### src/rtl/reg_file_seq_4x9.sv
// reg_file_seq_4x9
// Initiator-side sequencer for a 4-entry x 9-bit register file with two read
// ports and one write port. It accepts one 9-bit instruction at a time over a
// valid/ready handshake. Each instruction runs as IDLE -> READ -> WRITE -> IDLE.
//
// Instruction format: [8:6] op, [5:4] rd, [3:2] rs0, [1:0] rs1.
// For LDI, bits [3:0] are the 4-bit immediate.
//
// Ports
//   clk          system clock, rising edge
//   rst          asynchronous, active-high reset
//   in_valid     instruction valid
//   in_instr     instruction word
//   in_ready     high in IDLE; the block can accept an instruction
//   rf_rd0_addr  read address 0 to the file (rs0)
//   rf_rd1_addr  read address 1 to the file (rs1)
//   rf_rd0_data  read data 0 from the file
//   rf_rd1_data  read data 1 from the file
//   rf_wr_en     write enable; one cycle, in WRITE, and never for NOP
//   rf_wr_addr   write address (rd)
//   rf_wr_data   write data (the latched result)
//   done         one-cycle pulse in the IDLE cycle after each instruction
//   flags        {carry, zero} of the last writing instruction
//
// Optional feature: define REG_FILE_SEQ_FLAGS_EN to build the flag logic.
// Without it, flags is tied to 2'b00.
//
// The file commits writes on the falling clock edge. That edge falls inside
// the WRITE cycle, so the next READ always sees the new value.
module reg_file_seq_4x9 (
  input  logic       clk,
  input  logic       rst,
  input  logic       in_valid,
  input  logic [8:0] in_instr,
  output logic       in_ready,
  output logic [1:0] rf_rd0_addr,
  output logic [1:0] rf_rd1_addr,
  input  logic [8:0] rf_rd0_data,
  input  logic [8:0] rf_rd1_data,
  output logic       rf_wr_en,
  output logic [1:0] rf_wr_addr,
  output logic [8:0] rf_wr_data,
  output logic       done,
  output logic [1:0] flags
);

  typedef enum logic [1:0] {
    ST_IDLE  = 2'd0,
    ST_READ  = 2'd1,
    ST_WRITE = 2'd2
  } state_e;

  localparam logic [2:0] OP_NOP = 3'b000;
  localparam logic [2:0] OP_MOV = 3'b001;
  localparam logic [2:0] OP_ADD = 3'b010;
  localparam logic [2:0] OP_SUB = 3'b011;
  localparam logic [2:0] OP_AND = 3'b100;
  localparam logic [2:0] OP_OR  = 3'b101;
  localparam logic [2:0] OP_LDI = 3'b110;
  localparam logic [2:0] OP_SHL = 3'b111;

  // 9-bit result; all arithmetic wraps modulo 512.
  function automatic logic [8:0] alu_result(input logic [2:0] op,
                                            input logic [8:0] a,
                                            input logic [8:0] b,
                                            input logic [3:0] imm);
    logic [8:0] r;
    case (op)
      OP_NOP:  r = 9'd0;
      OP_MOV:  r = a;
      OP_ADD:  r = a + b;
      OP_SUB:  r = a - b;
      OP_AND:  r = a & b;
      OP_OR:   r = a | b;
      OP_LDI:  r = {5'b0_0000, imm};
      OP_SHL:  r = {a[7:0], 1'b0};
      default: r = 9'd0;
    endcase
    return r;
  endfunction

`ifdef REG_FILE_SEQ_FLAGS_EN
  // ADD carries out exactly when the wrapped 9-bit sum is smaller than an operand.
  // SUB reports a borrow. SHL reports the bit shifted out.
  function automatic logic alu_carry(input logic [2:0] op,
                                     input logic [8:0] a,
                                     input logic [8:0] b);
    logic c;
    case (op)
      OP_ADD:  c = ((a + b) < a);
      OP_SUB:  c = (a < b);
      OP_SHL:  c = a[8];
      default: c = 1'b0;
    endcase
    return c;
  endfunction
`endif

  state_e     state_q;
  logic [8:0] instr_q;
  logic       in_ready_q;
  logic [1:0] rd0_addr_q;
  logic [1:0] rd1_addr_q;
  logic       wr_en_q;
  logic [1:0] wr_addr_q;
  logic [8:0] wr_data_q;   // also serves as the latched result register
  logic       done_q;
  logic [8:0] alu_result_d;

  // Compute the result from the file's read data and the captured instruction.
  always_comb begin
    alu_result_d = 9'd0;
    alu_result_d = alu_result(instr_q[8:6], rf_rd0_data, rf_rd1_data, instr_q[3:0]);
  end

`ifdef REG_FILE_SEQ_FLAGS_EN
  logic       carry_q;
  logic [1:0] flags_q;
  logic       alu_carry_d;

  // Compute the carry from the same operands as the result.
  always_comb begin
    alu_carry_d = 1'b0;
    alu_carry_d = alu_carry(instr_q[8:6], rf_rd0_data, rf_rd1_data);
  end
`endif

  // Sequencer FSM. All outputs are registered here.
  always_ff @(posedge clk or posedge rst) begin
    if (rst) begin
      state_q    <= ST_IDLE;
      instr_q    <= 9'd0;
      in_ready_q <= 1'b1;
      rd0_addr_q <= 2'd0;
      rd1_addr_q <= 2'd0;
      wr_en_q    <= 1'b0;
      wr_addr_q  <= 2'd0;
      wr_data_q  <= 9'd0;
      done_q     <= 1'b0;
`ifdef REG_FILE_SEQ_FLAGS_EN
      carry_q    <= 1'b0;
      flags_q    <= 2'b00;
`endif
    end else begin
      case (state_q)
        ST_IDLE: begin
          done_q <= 1'b0;
          if (in_valid) begin
            instr_q    <= in_instr;
            // Addresses come from the captured word, not from live in_instr.
            // They stay stable through READ and WRITE.
            rd0_addr_q <= in_instr[3:2];
            rd1_addr_q <= in_instr[1:0];
            in_ready_q <= 1'b0;
            state_q    <= ST_READ;
          end else begin
            in_ready_q <= 1'b1;
            state_q    <= ST_IDLE;
          end
        end
        ST_READ: begin
          wr_data_q <= alu_result_d;
          wr_addr_q <= instr_q[5:4];
          wr_en_q   <= (instr_q[8:6] != OP_NOP);
`ifdef REG_FILE_SEQ_FLAGS_EN
          carry_q   <= alu_carry_d;
`endif
          state_q   <= ST_WRITE;
        end
        ST_WRITE: begin
          wr_en_q    <= 1'b0;
          done_q     <= 1'b1;
          in_ready_q <= 1'b1;
`ifdef REG_FILE_SEQ_FLAGS_EN
          // NOP leaves the flags of the previous writing instruction in place.
          if (instr_q[8:6] != OP_NOP) begin
            flags_q <= {carry_q, (wr_data_q == 9'd0)};
          end else begin
            flags_q <= flags_q;
          end
`endif
          state_q    <= ST_IDLE;
        end
        default: begin
          wr_en_q    <= 1'b0;
          done_q     <= 1'b0;
          in_ready_q <= 1'b1;
          state_q    <= ST_IDLE;
        end
      endcase
    end
  end

  assign in_ready    = in_ready_q;
  assign rf_rd0_addr = rd0_addr_q;
  assign rf_rd1_addr = rd1_addr_q;
  assign rf_wr_en    = wr_en_q;
  assign rf_wr_addr  = wr_addr_q;
  assign rf_wr_data  = wr_data_q;
  assign done        = done_q;
`ifdef REG_FILE_SEQ_FLAGS_EN
  assign flags       = flags_q;
`else
  assign flags       = 2'b00;
`endif

endmodule

### config.mk
export PLATFORM = sky130hd
export DESIGN_NAME = reg_file_seq_4x9
export DESIGN_NICKNAME = d
export VERILOG_FILES = /design/src/rtl/reg_file_seq_4x9.sv
export SDC_FILE = /design/constraint.sdc
export NUM_CORES = 1
export LEC_CHECK = 0
export CORE_MARGIN = 8
export CORE_UTILIZATION = 43
export CTS_CLUSTER_DIAMETER = 30
export DETAILED_ROUTE_END_ITERATION = 8
export GPL_TIMING_DRIVEN = 0
export HOLD_SLACK_MARGIN = 0.1
export PLACE_DENSITY = 0.72
export SKIP_LAST_GASP = 1
export SLEW_MARGIN = 20
export SYNTH_ARGS = -nofsm -noshare
export SYNTH_HDL_FRONTEND = slang
export SYNTH_SLANG_ARGS = --single-unit
### constraint.sdc
create_clock -name clk -period 3.5 [get_ports clk]
set_clock_uncertainty 0.2 [all_clocks]
set_input_delay 0.7 -clock clk [delete_from_list [all_inputs] [get_ports clk]]
set_output_delay 0.7 -clock clk [all_outputs]
set_load 0.05 [all_outputs]
==> impl_metrics.py <==
metrics = {
    "run_status": {
        "outcome": "finished clean",
    },
    "layout": {
        "final_net_count": 312,
        "layout.cells.most_common": "sky130_fd_sc_hd__clkdlybuf4s50_1",
        "area_growth_syn_to_layout_pct": 31.62,
        "drive_gt1_share_pct": 10.04,
        "final_cell_mix": "sky130_fd_sc_hd__clkdlybuf4s50_1 (47), sky130_fd_sc_hd__nand2_1 (28), sky130_fd_sc_hd__dfrtp_1 (24)",
        "fillerInstances": 377,
        "diode_insertion_count_for_antenna_repair": 0,
    },
    "global_routing": {
        "grt_overflow": 0,
        "first_global_vias": 1767,
        "globalRouteMet3Util_pct": 3.611,
        "grtUsageMet2_pct": 26.89,
        "largest_net_degree_at_the_start_of_global_routing": 26,
        "antenna_found_initial": 0,
        "gr-usage-all-layers_pct": 15.19,
        "grt_use_met1_pct": 18.61,
        "global_route.peak_usage_layer": "met2",
        "grt_first_pass_wirelength_um": 8114,
    },
    "pwr": {
        "cellPowerDensity_nw_per_um2": 667.0,
        "internal-power_w": 0.0008581,
        "leakage_nw": 1.042,
        "logic_pwr_share_pct": 62.2,
        "vdd.ir_drop.worst_v": 0.0003628,
        "p_sw_share_pct": 47.11,
        "power.share.clock_pct": 10.3,
        "power.sequential.fraction_pct": 27.4,
        "switchingPower_w": 0.0007642,
    },
    "worst_setup_path": {
        "cp.required_ps": 3430,
        "rr_worst_depth": 11,
        "setup.reg_to_reg.worst_slack_ps": 690,
        "timing.critical_path.cells": "clkdlybuf4s50_1, inv_1, ha_1, a21oi_1, xnor2_1, ha_1, a21oi_1, o211ai_1, a31oi_1, xnor2_1, o221ai_1",
        "crit_path_max_fanout": 5,
        "rr_startpoint": "instr_q[7]",
        "critical_path.slowest_cell": "sky130_fd_sc_hd__clkdlybuf4s50_1",
        "worst_setup_path_start_kind": "primary input",
        "path_class": "in2reg",
        "arrival_ps": 3250,
        "critical_path.max_stage_delay_ps": 540,
        "critical_path.reg2reg.endpoint": "rf_wr_data[8]",
        "cp-end-kind": "register",
    },
    "sta": {
        "fin_ws_ps": 181.5,
        "final_period_minus_worst_setup_slack_ps": 3318,
        "number_of_max_slew_violations_in_the_final_report": 0,
        "totalNegativeSetupSlack_ps": 0,
        "setup-violations-final": 0,
        "highest_clock_rate_mhz": 301.3,
        "hold_viol": 0,
        "rsz_0062_raised_after_global_routing": "false",
        "max_slew.worst_pin.slew_ps": 939.1,
        "maxSlewHeadroom_pct": 37.33,
        "finalCritPeriodShare_pct": 94.81,
    },
    "yosys": {
        "synth_warnings": 0,
        "average_size_of_a_mapped_cell_um2": 8.516,
        "synth_top_area_cell": "sky130_fd_sc_hd__dfrtp_1",
        "synth_cell_type_count": 41,
        "share_of_synthesized_cell_area_in_full_adder_half_adder_and_majority_cells_pct": 8.531,
        "yosys_register_bits": 25,
        "mappedNetlistArea_um2": 1848,
        "yosys.area_share.simple_pct": 15.84,
        "synth.yosys.seq_area_share_pct": 33.92,
        "synth_top_cells_by_area": "sky130_fd_sc_hd__dfrtp_1 (32%), sky130_fd_sc_hd__ha_1 (7.4%), sky130_fd_sc_hd__o21ai_0 (6.0%), sky130_fd_sc_hd__nand2_1 (5.7%), sky130_fd_sc_hd__mux2_2 (5.5%)",
        "synthDominantCellAreaShare_pct": 32.50,
        "synth_compound_area_share_pct": 22.14,
        "largest_family_of_logic_cells_by_synthesized_area": "compound AO/OA/AOI/OAI gates",
        "yosys-mux-area-fraction_pct": 6.026,
        "synth_xor_xnor_area_share_pct": 5.687,
        "synth_cells": 217,
        "synth-edff-count": 0,
        "ys_dominant_reg_cell": "sky130_fd_sc_hd__dfrtp_1",
        "synth-async-reset-ratio_pct": 100.0,
    },
    "route": {
        "antenna_violating_nets_post_route": 0,
        "first_pass_iters": 4,
        "avgRoutedWirePerCell_um": 15.14,
        "detailedRoute.firstIterationViolations": 174,
        "post-route-drc-count": 0,
        "viasPerCell": 5.436,
        "totalWireLength_um": 4861,
        "route.vias.total": 1745,
    },
    "hold_path": {
        "holdPathStages": 2,
        "worst_hold_path_type": "reg2reg",
        "holdPathEnd": "rf_wr_addr[0]",
        "holdCritStartpoint": "instr_q[4]",
    },
    "clock_network": {
        "cts.sink_count": 25,
        "total_clock_buffers_created_by_cts": 3,
        "post_cts.resized_instances": 0,
        "cts_tree": "done",
        "cts.reportedPaths.clkPinSlew_ps": 80,
        "htreeDepth": 1,
        "clk_path_buf_depth": 2,
        "worst_skew_pair.late_latency_ps": 260,
        "post-cts-setup-buffers": 0,
        "cts-hold-fix-buffers": 0,
        "cts_root_buffer": "sky130_fd_sc_hd__clkbuf_8",
    },
    "placed_design": {
        "buffer_ports.inserted": 47,
        "hpwlAfterDp_um": 3941,
        "preCtsSetupSlack_ps": -109.7,
        "gp_congestion": 0.8558,
    },
    "floorplan": {
        "initial_utilization_pct": 43.65,
        "design.die.area_um2": 6651,
        "placeableCoreArea_um2": 4234,
        "floorplan.rows": 24,
        "floorplan.io_pins": 50,
        "die_x_um": 81.56,
        "die_height_um": 81.56,
    },
    "run": {
        "timing.max_cap.violations": 0,
    },
}
==> critical path: cells and delay by family <==
kind | cells | cell delay [ps]
AOI/OAI and AO/OA | 5 | 1080
xor gates and xnor gates | 2 | 290
adders and majority gates | 2 | 540
buffers and inverters | 2 | 640
==> cells by family (layout without fill, tap and decap cells) <==
family	count (synthesis)	in the layout
AO/OA/AOI/OAI	66	66
XOR/XNOR	12	12
adder cells (fa/ha/maj)	12	12
buffers and inverters	26	77
flip-flops	25	25
multiplexers	10	10
other	1	2
AND/OR/NAND/NOR	65	65
==> through the flow <==
stage                     area, µm²  hold WS [ps]  std cells  utilization [%]  power, W
after floorplan                1852         234.8        218                -  0.001148
after global placement         2387         243.5        317            56.38  0.001443
after detailed placement       2387         258.5        317            56.38  0.001461
after CTS                      2432         280.1        321            57.45  0.001633
after global routing           2432         295.8        321            57.45  0.001736
final                          2432         275.3        321            57.45  0.001622
==> cell type report <==
class	count	area (µm²)	share of cell area, %
Timing Repair Buffer	47	470.5	19.34
Multi-Input combinational cell	167	1084	44.55
Buffer	15	100.1	4.115
Sequential cell	25	626.9	25.77
Clock buffer	4	45.04	1.852
Tap cell	52	65.06	2.675
Inverter	11	41.29	1.698
==> per-layer routing <==
metal,share of wire [%],up-vias,wire [µm]
met2,50,57,2450
li1,-,867,-
met4,0.64,0,31
met1,43,817,2100
met5,0,-,0
met3,5.7,4,279
==> flip-flops by register name (all words and copies together) (netlist names) <==
register / flops
state_q: 2
rf_wr_en: 1
rf_wr_addr: 2
in_ready: 1
instr_q: 9
rf_wr_data: 9
done: 1
==> cells in the mapped netlist (2+ instances only) <==
cell,n
sky130_fd_sc_hd__clkbuf_1,2
sky130_fd_sc_hd__o211ai_1,2
sky130_fd_sc_hd__o221ai_1,2
sky130_fd_sc_hd__buf_4,6
sky130_fd_sc_hd__ha_1,11
sky130_fd_sc_hd__nand2_1,28
sky130_fd_sc_hd__o31a_1,2
sky130_fd_sc_hd__mux2_2,9
sky130_fd_sc_hd__buf_6,2
sky130_fd_sc_hd__xnor2_1,9
sky130_fd_sc_hd__inv_1,10
sky130_fd_sc_hd__o21ai_0,22
sky130_fd_sc_hd__and3_1,4
sky130_fd_sc_hd__dfrtp_1,24
sky130_fd_sc_hd__a32oi_1,2
sky130_fd_sc_hd__buf_2,5
sky130_fd_sc_hd__and2_1,3
sky130_fd_sc_hd__a21oi_1,16
sky130_fd_sc_hd__o21bai_1,2
sky130_fd_sc_hd__nor2b_1,2
sky130_fd_sc_hd__nor3_1,4
sky130_fd_sc_hd__nor2_1,16
sky130_fd_sc_hd__a221oi_1,2
sky130_fd_sc_hd__xor2_1,3
sky130_fd_sc_hd__nand2b_1,5
sky130_fd_sc_hd__a31oi_1,9
==> worst max-delay path by stage <==
stage / start / to
floorplan: rf_rd1_data[0] / rf_wr_data[8]
global placement: rf_rd1_data[0] / rf_wr_data[8]
detailed placement: rf_rd1_data[0] / rf_wr_data[8]
CTS: rf_rd1_data[0] / rf_wr_data[8]
global route: rf_rd1_data[0] / rf_wr_data[8]
finish: rf_rd1_data[0] / rf_wr_data[8]
==> power groups by stage <==
stage                     Combinational, W  Clock (W)  Sequential, W
after global placement            0.000994          0       0.000448
after global routing               0.00109   0.000188       0.000460
after floorplan                   0.000476          0       0.000672
final                              0.00101   0.000167       0.000445
after CTS                          0.00101   0.000174       0.000447
after detailed placement           0.00101          0       0.000453
(Power assumes the default switching activity.)
